===== src/rtl/pc_seq_pkg.sv =====
// Shared types for the MCU program-counter sequencer.
// Instruction classes, FSM states and PC load-source selects.
package pc_seq_pkg;

  typedef enum logic [2:0] {
    CLS_ALU    = 3'd0,
    CLS_JMP    = 3'd1,
    CLS_BRANCH = 3'd2,
    CLS_CALL   = 3'd3,
    CLS_RET    = 3'd4,
    CLS_RETIE  = 3'd5,
    CLS_SEI    = 3'd6,
    CLS_CLI    = 3'd7
  } instr_class_t;

  typedef enum logic [1:0] {
    S_INIT  = 2'd0,
    S_FETCH = 2'd1,
    S_EXEC  = 2'd2,
    S_INTR  = 2'd3
  } state_t;

  typedef enum logic [1:0] {
    SEL_IMM    = 2'd0,
    SEL_STACK  = 2'd1,
    SEL_VECTOR = 2'd2
  } pc_mux_sel_t;

  localparam logic [9:0] INTR_VECTOR_DEFAULT = 10'h3FF;

endpackage


===== src/rtl/pc_sequencer.sv =====
// Two-cycle fetch/execute sequencer driving the PC and return stack.
// Interrupt entry adds one cycle that pushes the resume address.
module pc_sequencer
  import pc_seq_pkg::*;
(
  input  logic       CLK,
  input  logic       RST_N,
  input  logic [2:0] INSTR_CLASS,
  input  logic       COND_MET,
  input  logic       INTR,
  output logic       IR_LD,
  output logic       PC_RST,
  output logic       PC_LD,
  output logic       PC_INC,
  output logic [1:0] PC_MUX_SEL,
  output logic       STACK_PUSH,
  output logic       STACK_POP,
  output logic       IE
);

  state_t       state;
  state_t       state_nx;
  logic         ie_q;
  logic         ie_nx;
  logic         pend_q;
  logic         pend_nx;
  logic         pend_any;
  instr_class_t cls;
  pc_mux_sel_t  sel;

  assign cls        = instr_class_t'(INSTR_CLASS);
  assign pend_any   = pend_q | INTR;
  assign PC_MUX_SEL = sel;
  assign IE         = ie_q;

  always_ff @(posedge CLK or negedge RST_N) begin
    if (!RST_N) begin
      state  <= S_INIT;
      ie_q   <= 1'b0;
      pend_q <= 1'b0;
    end else begin
      state  <= state_nx;
      ie_q   <= ie_nx;
      pend_q <= pend_nx;
    end
  end

  always_comb begin
    state_nx   = state;
    ie_nx      = ie_q;
    pend_nx    = pend_any;
    IR_LD      = 1'b0;
    PC_RST     = 1'b0;
    PC_LD      = 1'b0;
    PC_INC     = 1'b0;
    STACK_PUSH = 1'b0;
    STACK_POP  = 1'b0;
    sel        = SEL_IMM;
    unique case (state)
      S_INIT: begin
        PC_RST   = 1'b1;
        ie_nx    = 1'b0;
        pend_nx  = 1'b0;
        state_nx = S_FETCH;
      end
      S_FETCH: begin
        IR_LD    = 1'b1;
        PC_INC   = 1'b1;
        state_nx = S_EXEC;
      end
      S_EXEC: begin
        unique case (cls)
          CLS_ALU: ;
          CLS_JMP: PC_LD = 1'b1;
          CLS_BRANCH: PC_LD = COND_MET;
          CLS_CALL: begin
            STACK_PUSH = 1'b1;
            PC_LD      = 1'b1;
          end
          CLS_RET: begin
            STACK_POP = 1'b1;
            PC_LD     = 1'b1;
            sel       = SEL_STACK;
          end
          CLS_RETIE: begin
            STACK_POP = 1'b1;
            PC_LD     = 1'b1;
            sel       = SEL_STACK;
            ie_nx     = 1'b1;
          end
          CLS_SEI: ie_nx = 1'b1;
          CLS_CLI: ie_nx = 1'b0;
        endcase
        // Uses the post-update IE so RETIE/SEI can enter at once.
        state_nx = (pend_any && ie_nx) ? S_INTR : S_FETCH;
      end
      S_INTR: begin
        STACK_PUSH = 1'b1;
        PC_LD      = 1'b1;
        sel        = SEL_VECTOR;
        ie_nx      = 1'b0;
        pend_nx    = INTR;
        state_nx   = S_FETCH;
      end
    endcase
  end

endmodule


===== config.mk =====
export PLATFORM = sky130hd
export DESIGN_NAME = pc_sequencer
export DESIGN_NICKNAME = d
export VERILOG_FILES = /design/src/rtl/pc_seq_pkg.sv /design/src/rtl/pc_sequencer.sv
export SDC_FILE = /design/constraint.sdc
export NUM_CORES = 1
export LEC_CHECK = 0
export BUFFER_PORTS_ARGS = -buffer_cell sky130_fd_sc_hd__buf_2
export CORE_AREA = 3 3 40 42
export DETAILED_ROUTE_END_ITERATION = 8
export DIE_AREA = 0 0 43 45
export SLEW_MARGIN = 10
export SYNTH_ARGS = -nofsm -noshare
export SYNTH_HDL_FRONTEND = slang
export SYNTH_SLANG_ARGS = --single-unit

===== constraint.sdc =====
create_clock -name CLK -period 1.6 [get_ports CLK]
set_input_delay 0.32 -clock CLK [delete_from_list [all_inputs] [get_ports CLK]]
set_output_delay 0.32 -clock CLK [all_outputs]
set_load 0.02 [all_outputs]

==> metrics <==
status=complete, no violations; Sum Neg Setup Slack=0 ns; Crit path arrival time=roughly 1.2 ns; GPL Wtd Cong=about 0.73; routed len/inst=around 9.8 µm; diodes inserted=0; initial antenna violation count=0; Synth Register Bits=4; slew margin rel.=0.877; Detailed Route Iter0 Violations=1; H-tree Lvls=1; CTS Buf Count=3; TritonCTS clock tree=done; vias in the first global route=289; first-pass GRT wire length=1130 µm; largest net degree at the start of global routing=7; part of the power in registers=0.216; peak supply drop=0.726 mV; Max Cap Viol=0; via count=287; Worst-path clk slew=roughly 0.040 ns; Switch Pwr=0.422 mW; Slew @ Worst Pin=about 0.18 ns; fin cells=between 60 and 70; vias per cell=~4.2; mapped cell area=between 200 and 300 µm²; DRC=0; Seq/Total Area, Yosys=0.342; Ports=16; CP endpoint kind=primary output; most common cell after layout, fill and taps aside=buf_2; fin crit period=roughly 1.5 ns; Comb pwr share=0.652; clock root buffer=clkbuf_4; Initial Utilization=0.228; worst min-delay path category=in -> reg; max frequency=roughly 0.65 GHz; count of final hold-check violations=0; # rows=13; FFs w/ async S/R, synth=1.00; ranking of synthesized cells by area=dfrtp_1 34%, ha_1 21%, inv_1 6.4%; Yosys warning count=0; predominant post-synthesis flop cell=dfrtp_1; Crit Path Max Fanout=4; final worst slack=approximately 0.065 ns; RSZ-0062 raised after global routing=no; crit-path cells=ha_2 > a41o_1 > buf_6; largest area contributor in the netlist=dfrtp_1; switching part of the total=0.461; Chip Width=43 µm; Die Height=roughly 45 µm; clk_skew=approximately 0.0024 ns; I/O Buffers=15; clk buf depth=2; gr ovfl total=0; fin. max-slew vios=0; leak pwr=about 0.25 nW; GRT Util Overall=0.0795; count of different cell masters after synthesis=15; Worst path max stage delay=0.41 ns; Layout Nets=67; Clock Sinks=4; top-area cell type share of the netlist area=0.342; period utilization=0.959; clock network power share=0.131; Area Overhead vs Synth=53.0%; Syn Nets=45; worst-skew pair later-pin latency=roughly 0.23 ns; Power per Cell Area=2040 mW/mm²; Worst setup SP type=register; WS Path Type=reg -> out; pre-CTS WS=between 0.15 and 0.2 ns; internal power=0.493 mW; die area=between 0.0015 and 0.002 mm²; cell with the largest stage delay on the worst path=dfrtp_1; Post-Syn Instances=33; share of cells above drive strength 1=0.453; Final setup violation count=0; post-synthesis area per instance=~8.9 µm²; Post-synth EDFFs=0; Crit path required time=around 1.3 ns; Post-DRT Antenna Nets=0; First-pass DRT Iterations=3; utilization after layout=0.349; final WL=667 µm; Reg2Reg Setup Slack=~0.45 ns; fill count=around 150; Cell Count Post-Placement=just over 60; total core area=0.00128 mm²; leading cell types in the layout, fill and taps excluded=14 x buf_2, 4 x dfrtp_1, 4 x nor2_1, 4 x inv_1
-- cells in the mapped netlist, drive strengths merged (2+ instances only) --
cell type and n:
a21oi 2, buf 2, dfrtp 4, ha 5
inv 5, nand2 2, nor2 4, o211ai 2
-- registers in the layout (all words and copies together), names as in the netlist --
signal  cells
pend_q      1
state       2
IE          1
-- critical path: cells and delay by family, from the launching register on --
family,cells,cell delay (ns)
flip-flops,1,0.41
adder cells (fa/ha/maj),1,0.23
AO/OA/AOI/OAI,1,0.22
buffers and inverters,1,0.13
-- power by group through the flow --
stage               Clock, mW  Combinational, mW  Sequential [mW]
floorplan                   0              0.387            0.195
global placement            0              0.510            0.189
detailed placement          0              0.515            0.191
CTS                     0.128              0.575            0.198
global route            0.128              0.671            0.203
finish                  0.120              0.596            0.198
-- per-stage QoR --
step	hold slack (ns)	area (µm²)	power [mW]
after global placement	0.128	372	0.699
final	0.337	448	0.914
after CTS	0.335	437	0.901
after global routing	0.367	448	1.00
after floorplan	0.0244	293	0.582
after detailed placement	0.130	372	0.706
-- metal layers --
layer | routed length, µm | vias to the layer above | GRT usage | share of wire
li1 | - | 152 | - | -
met1 | 323 | 122 | 0.0880 | 0.48
met2 | 288 | 13 | 0.132 | 0.43
met3 | 56 | 0 | 0.0120 | 0.084
met4 | 0 | 0 | 0.0723 | 0
met5 | 0 | - | 0 | 0
-- cell families (layout without fill, tap and decap cells) --
family	Yosys count	count (layout)	share of synthesized area
AOI/OAI and AO/OA	10	10	0.235
adders and majority gates	5	5	0.214
buffers and inverters	7	27	0.115
and+or+nand+nor	7	7	0.0940
DFF	4	4	0.342
-- worst paths after layout --
kind,startpoint,endpoint,depth (start not counted)
hold reg to reg,pend_q$_DFF_PN0_,pend_q$_DFF_PN0_,2
setup / recovery,state[0]$_DFF_PN0_,STACK_PUSH,3
min in group asynchronous,RST_N,pend_q$_DFF_PN0_,2
max in group asynchronous,RST_N,state[0]$_DFF_PN0_,2
hold / removal,INTR,pend_q$_DFF_PN0_,3
setup reg to reg,state[1]$_DFF_PN0_,state[1]$_DFF_PN0_,4
-- final cells by class --
class	instances	area [µm²]	share of cell area
multi-input cells	22	174	0.388
repair buffers	19	114	0.254
flip-flops and latches	4	100	0.223
clock buffers	3	22.5	0.0503
inverters	5	18.8	0.0419
well taps	15	18.8	0.0419
-- what timing repair did --
item | 4_1_cts | 5_1_grt
buffers inserted | 2 | 1
gates resized for setup | 5 | 1
hold buffers | 1 | 0
setup endpoints to repair | 3 | 3
pin swaps | 0 | 1
endpoints found under the hold margin | 4 | 0
Power figures use the tool's default switching activity.
